===== src/rtl/ntcrack_pkg.sv =====
// rtl/ntcrack_pkg.sv - shared command codes, timing default and state types for the NT cracker loader
package ntcrack_pkg;

   localparam int         DEFAULT_CLKS_PER_BIT = 538;
   localparam logic [7:0] CMD_HASH             = 8'h48;
   localparam logic [7:0] CMD_GO               = 8'h47;

   typedef enum logic [1:0] {
      RX_IDLE,
      RX_START,
      RX_DATA,
      RX_STOP
   } rx_state_t;

   typedef enum logic {
      P_CMD,
      P_HASH
   } parse_state_t;

endpackage


===== src/rtl/uart_rx.sv =====
// rtl/uart_rx.sv - 8N1 UART receiver with input synchronizer, start-bit glitch rejection and stop-bit check
module uart_rx
   import ntcrack_pkg::*;
#(
   parameter int CLKS_PER_BIT = DEFAULT_CLKS_PER_BIT
) (
   input  logic       clk,
   input  logic       rst,
   input  logic       rx_serial,
   output logic [7:0] rx_byte,
   output logic       rx_valid,
   output logic       rx_ferr
);

   localparam int             CW   = (CLKS_PER_BIT > 2) ? $clog2(CLKS_PER_BIT) : 1;
   localparam logic [CW-1:0] FULL = CW'(CLKS_PER_BIT - 1);
   localparam logic [CW-1:0] HALF = CW'(CLKS_PER_BIT / 2 - 1);

   logic      sync1, sync2, rx_prev;
   rx_state_t state, state_n;
   logic [CW-1:0] cnt, cnt_n;
   logic [2:0]    bit_idx, bit_n;
   logic [7:0]    shreg, sh_n;
   logic          valid_n, ferr_n;

   // Idle-high reset values so release never looks like a falling edge
   always_ff @(posedge clk or posedge rst) begin
      if (rst) begin
         sync1   <= 1'b1;
         sync2   <= 1'b1;
         rx_prev <= 1'b1;
      end else begin
         sync1   <= rx_serial;
         sync2   <= sync1;
         rx_prev <= sync2;
      end
   end

   always_ff @(posedge clk or posedge rst) begin
      if (rst) state <= RX_IDLE;
      else     state <= state_n;
   end

   always_comb begin
      state_n = state;
      cnt_n   = cnt;
      bit_n   = bit_idx;
      sh_n    = shreg;
      valid_n = 1'b0;
      ferr_n  = 1'b0;
      case (state)
         RX_IDLE: begin
            if (rx_prev && !sync2) begin
               state_n = RX_START;
               cnt_n   = '0;
            end
         end
         RX_START: begin
            if (cnt == HALF) begin
               cnt_n   = '0;
               bit_n   = '0;
               state_n = sync2 ? RX_IDLE : RX_DATA;
            end else begin
               cnt_n = cnt + 1'b1;
            end
         end
         RX_DATA: begin
            if (cnt == FULL) begin
               cnt_n = '0;
               sh_n  = {sync2, shreg[7:1]};
               bit_n = bit_idx + 1'b1;
               if (bit_idx == 3'd7) state_n = RX_STOP;
            end else begin
               cnt_n = cnt + 1'b1;
            end
         end
         RX_STOP: begin
            if (cnt == FULL) begin
               cnt_n   = '0;
               state_n = RX_IDLE;
               valid_n = sync2;
               ferr_n  = !sync2;
            end else begin
               cnt_n = cnt + 1'b1;
            end
         end
         default: state_n = RX_IDLE;
      endcase
   end

   always_ff @(posedge clk or posedge rst) begin
      if (rst) begin
         cnt      <= '0;
         bit_idx  <= '0;
         shreg    <= '0;
         rx_valid <= 1'b0;
         rx_ferr  <= 1'b0;
      end else begin
         cnt      <= cnt_n;
         bit_idx  <= bit_n;
         shreg    <= sh_n;
         rx_valid <= valid_n;
         rx_ferr  <= ferr_n;
      end
   end

   assign rx_byte = shreg;

endmodule


===== src/rtl/hash_uart_loader.sv =====
// rtl/hash_uart_loader.sv - UART command parser loading NT hashes into the cracker and issuing go
module hash_uart_loader
   import ntcrack_pkg::*;
#(
   parameter int CLKS_PER_BIT = DEFAULT_CLKS_PER_BIT,
   parameter int HASH_BYTES   = 16,
   parameter int MAX_HASHES   = 128
) (
   input  logic       clk,
   input  logic       rst,
   input  logic       rx_serial,
   output logic [7:0] new_hash_byte,
   output logic       store_hash_byte,
   output logic       go,
   output logic       busy,
   output logic       frame_error,
   output logic [7:0] hash_count
);

   localparam int             IW      = (HASH_BYTES > 1) ? $clog2(HASH_BYTES) : 1;
   localparam logic [IW-1:0] LAST    = IW'(HASH_BYTES - 1);
   localparam logic [7:0]    MAX_CNT = 8'(MAX_HASHES);

   logic [7:0]   rx_byte;
   logic         rx_valid, rx_ferr;
   parse_state_t state, state_n;
   logic [IW-1:0] idx, idx_n;
   logic          sat, sat_n;
   logic [7:0]    byte_n, count_n;
   logic          store_n, go_n, ferr_n;

   uart_rx #(.CLKS_PER_BIT(CLKS_PER_BIT)) u_rx (
      .clk       (clk),
      .rst       (rst),
      .rx_serial (rx_serial),
      .rx_byte   (rx_byte),
      .rx_valid  (rx_valid),
      .rx_ferr   (rx_ferr)
   );

   always_ff @(posedge clk or posedge rst) begin
      if (rst) state <= P_CMD;
      else     state <= state_n;
   end

   // A frame that starts while the table is full still swallows its bytes, silently
   always_comb begin
      state_n = state;
      idx_n   = idx;
      sat_n   = sat;
      byte_n  = new_hash_byte;
      store_n = 1'b0;
      go_n    = 1'b0;
      ferr_n  = frame_error;
      count_n = hash_count;
      if (rx_ferr) begin
         ferr_n  = 1'b1;
         state_n = P_CMD;
      end else if (rx_valid) begin
         case (state)
            P_CMD: begin
               if (rx_byte == CMD_HASH) begin
                  state_n = P_HASH;
                  idx_n   = '0;
                  sat_n   = (hash_count == MAX_CNT);
               end else if (rx_byte == CMD_GO && hash_count != 8'd0) begin
                  go_n = 1'b1;
               end
            end
            P_HASH: begin
               if (!sat) begin
                  byte_n  = rx_byte;
                  store_n = 1'b1;
               end
               idx_n = idx + 1'b1;
               if (idx == LAST) begin
                  state_n = P_CMD;
                  if (!sat) count_n = hash_count + 8'd1;
               end
            end
            default: state_n = P_CMD;
         endcase
      end
   end

   always_ff @(posedge clk or posedge rst) begin
      if (rst) begin
         idx             <= '0;
         sat             <= 1'b0;
         new_hash_byte   <= 8'd0;
         store_hash_byte <= 1'b0;
         go              <= 1'b0;
         frame_error     <= 1'b0;
         hash_count      <= 8'd0;
      end else begin
         idx             <= idx_n;
         sat             <= sat_n;
         new_hash_byte   <= byte_n;
         store_hash_byte <= store_n;
         go              <= go_n;
         frame_error     <= ferr_n;
         hash_count      <= count_n;
      end
   end

   assign busy = (state == P_HASH);

endmodule


===== config.mk =====
export PLATFORM = sky130hd
export DESIGN_NAME = hash_uart_loader
export DESIGN_NICKNAME = d
export VERILOG_FILES = /design/src/rtl/ntcrack_pkg.sv /design/src/rtl/uart_rx.sv /design/src/rtl/hash_uart_loader.sv
export SDC_FILE = /design/constraint.sdc
export NUM_CORES = 1
export LEC_CHECK = 0
export BUFFER_PORTS_ARGS = -buffer_cell sky130_fd_sc_hd__buf_2
export CAP_MARGIN = 20
export CORE_MARGIN = 3
export CORE_UTILIZATION = 36
export DETAILED_ROUTE_END_ITERATION = 16
export SLEW_MARGIN = 20
export SYNTH_ARGS = -nofsm -noshare
export SYNTH_HDL_FRONTEND = slang
export SYNTH_SLANG_ARGS = --single-unit

===== constraint.sdc =====
create_clock -name clk -period 1.8 [get_ports clk]
set_input_delay 0.09 -clock clk [delete_from_list [all_inputs] [get_ports clk]]
set_output_delay 0.09 -clock clk [all_outputs]
set_load 0.05 [all_outputs]

* Yosys cells after proc, flatten, opt, wreduce, memory -nomap -nowiden
Cells that the tools add are included.
** Word-level totals
- Flip-flop bits (word level) :: 53
- Input port bits :: 3
- Output and inout bits :: 20
- Word-level logic and storage cells :: 89
** Operators by class
- Add/sub/neg operators :: 4
- Equality and inequality tests :: 16
- Mux-type cells :: 34
- Bitwise logic cells :: 3
- Reductions and logical operators :: 15
** Operators by type and width (count)
- 2-to-1 mux 10 bit :: 3
- one-hot mux 10 bit (3 select lines) :: 1
- 2-to-1 mux 1 bit :: 17
- equality test 8 x 7 -> 1 bit, second input constant :: 2
- 2-to-1 mux 2 bit :: 6
- adder 10 x 1 -> 10 bit, second input constant :: 1
- equality test 10 bit, second input constant :: 1
- equality test 10 x 9 -> 1 bit, second input constant :: 1
- inequality test 2 x 1 -> 1 bit, second input constant :: 5
- AND reduction 5 bit :: 2
- adder 8 x 1 -> 8 bit, second input constant :: 1
- equality test 8 bit, second input constant :: 1
- one-hot mux 2 bit (4 select lines) :: 1
- one-hot mux 4 bit (2 select lines) :: 1
- AND reduction 4 bit :: 2
- nonzero test 8 bit :: 1
- 2-to-1 mux 3 bit :: 2
- one-hot mux 3 bit (2 select lines) :: 1
- AND reduction 3 bit :: 2
- adder 4 x 1 -> 4 bit, second input constant :: 1
- equality test 2 bit, second input constant :: 2
- equality test 4 bit, second input constant :: 1
- 2-to-1 mux 4 bit :: 1
- nonzero test 2 bit :: 2
- other kinds (11) :: 14

* Logic depth before layout (Yosys ltp)
- Word-level depth :: 7
- Depth in mapped cells :: 7
- Depth with buffers taken out :: 6

* By module
Synthesis repeated with hierarchy kept, for this count alone.
** Second synthesis, totals
- Cells, all modules :: 240
- Area total of the unflattened synthesis :: 2529.9 µm²
** Modules (own cells, without submodules)
- uart_rx :: times used 1, cells an instance 119, area each 1347.5 µm², seq. area each 704.4 µm²
- hash_uart_loader :: times used 1, cells an instance 121, area each 1182.4 µm², seq. area each 625.6 µm²

* Worst setup path after synthesis
OpenSTA, ideal clock, no wires.
- Path kind :: flip-flop to flip-flop
- Start point :: register u_rx.cnt[5]
- End point :: register u_rx.bit_idx[0]
- Library setup time :: 0.125 ns
- Arrival :: 1.680 ns
- Required time :: 1.675 ns
- Slack :: -0.005 ns
- Stages on the path, launching flop included :: 5
- Buffers on the path :: 0
- Period minus slack after synthesis :: 1.805 ns
- Path through :: dfrtp_1 or3_4 o41ai_4 o211ai_2 mux2_4
** On the way
- Cells in the longest elaborated chain, start to end :: 3
- Elaborated cells between the ends (all ways) :: 5
- Classes of those cells :: 4 x eq/ne; 1 x reduce/logical
** Ends and longest elaborated chain
- start: declaration :: RTL line uart_rx.sv:21 : logic [CW-1:0] cnt, cnt_n;
- start signal: assignment :: RTL line uart_rx.sv:99 : cnt <= cnt_n;
- equality test 10 bit or equality test 10 x 9 -> 1 bit (tied branches) :: RTL line uart_rx.sv:68, uart_rx.sv:59
- inequality test 2 x 1 -> 1 bit (no line)
- AND reduction 3 bit (no line) *
- end signal: assignment :: RTL line uart_rx.sv:100 : bit_idx <= bit_n;
- end: declaration :: RTL line uart_rx.sv:22 : logic [2:0] bit_idx, bit_n;
Every way passes the cells marked *; elsewhere a longest branch is shown, timed or not.
A chain may end at the register's enable or synchronous reset.

* Worst setup path after layout
- Start point :: register u_rx.cnt[5]
- End point :: register u_rx.cnt[9]
** On the way
- Cells in the longest elaborated chain, start to end :: 3
- Elaborated cells between the ends (all ways) :: 6
- Classes of those cells :: 1 x add/sub; 2 x eq/ne; 3 x mux
** Ends and longest elaborated chain
- adder 10 x 1 -> 10 bit, or another cell as far along :: RTL line uart_rx.sv:64, uart_rx.sv:74, uart_rx.sv:84
- 2-to-1 mux 10 bit (on tied branches) :: RTL line uart_rx.sv:68, uart_rx.sv:78, uart_rx.sv:59
- one-hot mux 10 bit (3 select lines) * :: RTL line uart_rx.sv:51 : case (state)
Marks and branches as above.

==> impl_metrics.prom <==
# TYPE chip_impl_metric gauge
chip_impl_info{name="status",value="finished, violations left"} 1
chip_impl_info{name="violated_checks",value="negative setup slack"} 1
chip_impl_info{name="yosys_most_used_dff",value="dfrtp_1"} 1
chip_impl_metric{name="final-max-slew-violation-count",unit=""} 0
chip_impl_info{name="timing.rr.start",value="u_rx.cnt[5]"} 1
chip_impl_info{name="sort_of_element_at_the_end_of_the_critical_path",value="flop"} 1
chip_impl_metric{name="synth_warnings",unit=""} 0
chip_impl_info{name="startpoint_type",value="flop"} 1
chip_impl_metric{name="design.portCount",unit=""} 23
chip_impl_metric{name="timing.critical_path.fanout_max",unit=""} 3
chip_impl_metric{name="route.antenna.remaining_nets",unit=""} 0
chip_impl_metric{name="ir_drop",unit="mV"} 0.533
chip_impl_metric{name="ys_async_rst_share",unit="%"} 100
chip_impl_metric{name="power.share.combinational",unit="%"} 38.8
chip_impl_metric{name="finish.instance_area",unit="sq mm"} 0.00335
chip_impl_metric{name="timing_hold_violations_final",unit=""} 0
chip_impl_metric{name="cap_violations",unit=""} 0
chip_impl_info{name="worst_setup_path_startpoint",value="u_rx.cnt[5]"} 1
chip_impl_metric{name="die_h",unit="um"} 90.8
chip_impl_metric{name="maxSlewHeadroom",unit="%"} 70.6
chip_impl_metric{name="r2r_cells",unit=""} 6
chip_impl_info{name="worst_min_delay_path_category",value="input port to asynchronous set/reset pin"} 1
chip_impl_metric{name="netlist_area_before_placement",unit="sq mm"} 0.00259
chip_impl_metric{name="detailed_place_hpwl",unit="um"} 3510
chip_impl_metric{name="synth.ff_latch_count",unit=""} 53
chip_impl_info{name="rsz0062_at_grt",value="true"} 1
chip_impl_metric{name="post-synth-top-area-fraction",unit="%"} 48.4
chip_impl_metric{name="dieArea",unit="sq mm"} 0.00824
chip_impl_metric{name="clkSinkCount",unit=""} 53
chip_impl_metric{name="grt_antenna_before_repair",unit=""} 0
chip_impl_metric{name="synth_seq_area_share",unit="%"} 51.4
chip_impl_metric{name="worstMarginPinSlew",unit="ns"} 0.441
chip_impl_metric{name="drt_wl_total",unit="um"} 5150
chip_impl_metric{name="grt_pass1_vias",unit=""} 1794
chip_impl_metric{name="tns",unit="ns"} -0.00539
chip_impl_metric{name="clkLatencyLatePin",unit="ns"} 0.31
chip_impl_metric{name="cell_internal_pwr",unit="W"} 0.00219
chip_impl_metric{name="rrSetupSlack",unit="ns"} -0.005
chip_impl_metric{name="track_usage",unit="%"} 12.7
chip_impl_metric{name="routedWlPerCell",unit="um"} 13.6
chip_impl_metric{name="detail_route.iter0.violations",unit=""} 96
chip_impl_metric{name="power.density",unit="mW/mm^2"} 989
chip_impl_metric{name="cts_buffer_depth",unit=""} 2
chip_impl_metric{name="cellLeakagePower",unit="nW"} 1.65
chip_impl_metric{name="synth_enable_flop_cells",unit=""} 0
chip_impl_info{name="worstSetupEndpoint",value="u_rx.cnt[9]"} 1
chip_impl_metric{name="drt_pass1_iterations",unit=""} 4
chip_impl_metric{name="drc_errors",unit=""} 0
chip_impl_info{name="synth.largest_area_cell",value="dfrtp_1"} 1
chip_impl_metric{name="syn-instance-count",unit=""} 218
chip_impl_metric{name="antenna_cells",unit=""} 0
chip_impl_metric{name="post_route_cells_drive_above_1_share",unit="%"} 41.3
chip_impl_metric{name="fin_worst_skew",unit="ns"} 0.0100
chip_impl_metric{name="maxClockFrequency",unit="MHz"} 554
chip_impl_metric{name="postPlaceCellArea",unit="sq mm"} 0.00302
chip_impl_metric{name="utilization",unit="%"} 48.8
chip_impl_info{name="leading_cell_type_by_number_of_instances_after_synthesis",value="dfrtp_1"} 1
chip_impl_metric{name="synthDistinctLibCells",unit=""} 51
chip_impl_metric{name="switching_part_of_the_total_power",unit="%"} 33.8
chip_impl_metric{name="grt_max_degree",unit=""} 36
chip_impl_metric{name="setup_ws_post_layout",unit="ns"} -0.00539
chip_impl_metric{name="seqPwrFrac",unit="%"} 39.8
chip_impl_metric{name="report.final.setup_viol",unit=""} 1
chip_impl_metric{name="finalWeightedCongestion",unit=""} 0.764
chip_impl_metric{name="clock_pin_slew_on_the_worst_setup_and_hold_paths",unit="ns"} 0.11
chip_impl_info{name="cts_tree",value="done"} 1
chip_impl_metric{name="grt_pass1_wl",unit="um"} 8630
chip_impl_metric{name="syn_avg_cell_area",unit="sq um"} 11.9
chip_impl_metric{name="area_delta_synth_final",unit="%"} 29.6
chip_impl_metric{name="start_util",unit="%"} 37.7
chip_impl_metric{name="io_buffer_count",unit=""} 22
chip_impl_metric{name="power.share.clock",unit="%"} 21.5
chip_impl_metric{name="cts-buffers-inserted",unit=""} 5
chip_impl_metric{name="route.detailed.vias_per_inst",unit=""} 5.01
chip_impl_metric{name="finalWorstPathRequiredPeriod",unit="ns"} 1.81
chip_impl_info{name="regToRegEndpoint",value="u_rx.cnt[9]"} 1
chip_impl_metric{name="netSwitchingPower",unit="W"} 0.00112
chip_impl_metric{name="critPathArrivalTime",unit="ns"} 2.01
chip_impl_metric{name="htreeDepth",unit=""} 2
chip_impl_metric{name="dp_worst_setup_slack",unit="ns"} -0.0658
chip_impl_metric{name="die_w",unit="um"} 90.8
chip_impl_info{name="path_class",value="flop to flop"} 1
chip_impl_metric{name="fin_hold_ws",unit="ns"} 0.317
chip_impl_metric{name="critPathRequiredTime",unit="ns"} 2.00
chip_impl_metric{name="core_region_area",unit="sq mm"} 0.00687
chip_impl_info{name="root_buffer",value="clkbuf_8"} 1
chip_impl_info{name="yosys-top-cells-area",value="dfrtp_1 48%, mux2_2 7.8%, ha_1 5.8%"} 1
chip_impl_metric{name="num_vias",unit=""} 1898
chip_impl_metric{name="rows",unit=""} 30
chip_impl_metric{name="post-route-period-util",unit="%"} 100
chip_impl_info{name="synth_cell_count_leaders",value="50 x dfrtp_1, 18 x mux2_2, 14 x inv_1, 14 x nand2_1, 12 x ha_1"} 1
chip_impl_metric{name="grt-ovfl-total",unit=""} 0
chip_impl_metric{name="syn-num-nets",unit=""} 233
chip_impl_metric{name="finalNetCount",unit=""} 297
-- critical path: stages, from the launching register on --
cell,delay [ns]
dfrtp_1,0.39
or3_4,0.41
buf_4,0.16
o31ai_4,0.20
buf_4,0.17
a21oi_4,0.06
a221o_1,0.31
-- timing repair --
item	in CTS	in global routing
setup buffers	4	6
hold endpoints to repair	19	0
hold buffers	2	0
endpoints found under the setup margin	13	21
pin swaps	3	5
gates resized for setup	7	21
-- sequential cells by signal, indices dropped and copies added (netlist names), 3 cells and up, named ones only --
name           count
new_hash_byte      8
idx                4
u_rx.rx_byte       8
u_rx.cnt          10
u_rx.bit_idx       3
hash_count         8
-- layout make-up --
type                    count  area [sq um]
multi-input cells         147          1310
clock inverters             3          25.0
well taps                  96           120
fillers                   619          3520
clock buffers               5          68.8
flip-flops and latches     53          1330
repair buffers             61           448
inverters                  14          52.6
-- worst min-delay path by stage --
stage / slack (ns) / to / cells past startpoint / startpoint
final: 0.32 / new_hash_byte[2] / 3 / rst
after global routing: 0.36 / new_hash_byte[2] / 3 / rst
after CTS: 0.32 / new_hash_byte[2] / 3 / rst
after detailed placement: 0.12 / new_hash_byte[2] / 2 / rst
after global placement: 0.11 / new_hash_byte[2] / 2 / rst
after floorplan: 0.09 / u_rx.sync1 / 0 / rx_serial
-- power groups by stage --
stage | clock network, W | logic (W) | registers, W
global route | 0.000771 | 0.00140 | 0.00133
detailed placement | 0 | 0.000927 | 0.00134
global placement | 0 | 0.000922 | 0.00133
finish | 0.000711 | 0.00128 | 0.00132
floorplan | 0 | 0.000594 | 0.00133
CTS | 0.000730 | 0.00103 | 0.00132
-- cells in the final DEF (no fill, tap or decap), types with 4 or more instances in the layout --
cell / instances
xnor2_1: 7
buf_6: 4
buf_2: 22
nand2_1: 14
mux2i_1: 5
a221oi_1: 4
dfrtp_1: 49
inv_1: 11
nand2b_1: 4
clkbuf_8: 5
nand4_1: 8
nor2_1: 8
or2_2: 4
mux2_2: 18
buf_4: 31
ha_1: 9
a21o_1: 8
-- layer usage --
layer | vias up | part of all wire (%) | GRT usage [%]
met5 | - | 0 | 0
met4 | 0 | 1.6 | 4.21
met3 | 9 | 2.3 | 2.25
met2 | 23 | 46 | 20.3
met1 | 931 | 50 | 17.3
li1 | 935 | - | -
-- logic make-up (layout without fill, tap and decap cells) --
group | after synthesis | in the layout | synth area share (%)
simple gates | 69 | 69 | 15.7
flops | 53 | 53 | 51.4
compound gates | 35 | 35 | 11.4
mux | 24 | 24 | 10.4
buf+inv | 18 | 83 | 2.95
fa+ha+maj | 12 | 12 | 5.81
xor+xnor | 7 | 7 | 2.37
-- through the flow --
step	total power (W)	cells
after floorplan	0.00192	218
after global placement	0.00225	359
after detailed placement	0.00227	359
after CTS	0.00307	373
after global routing	0.00350	379
final	0.00331	379
Power figures use the tool's default switching activity.
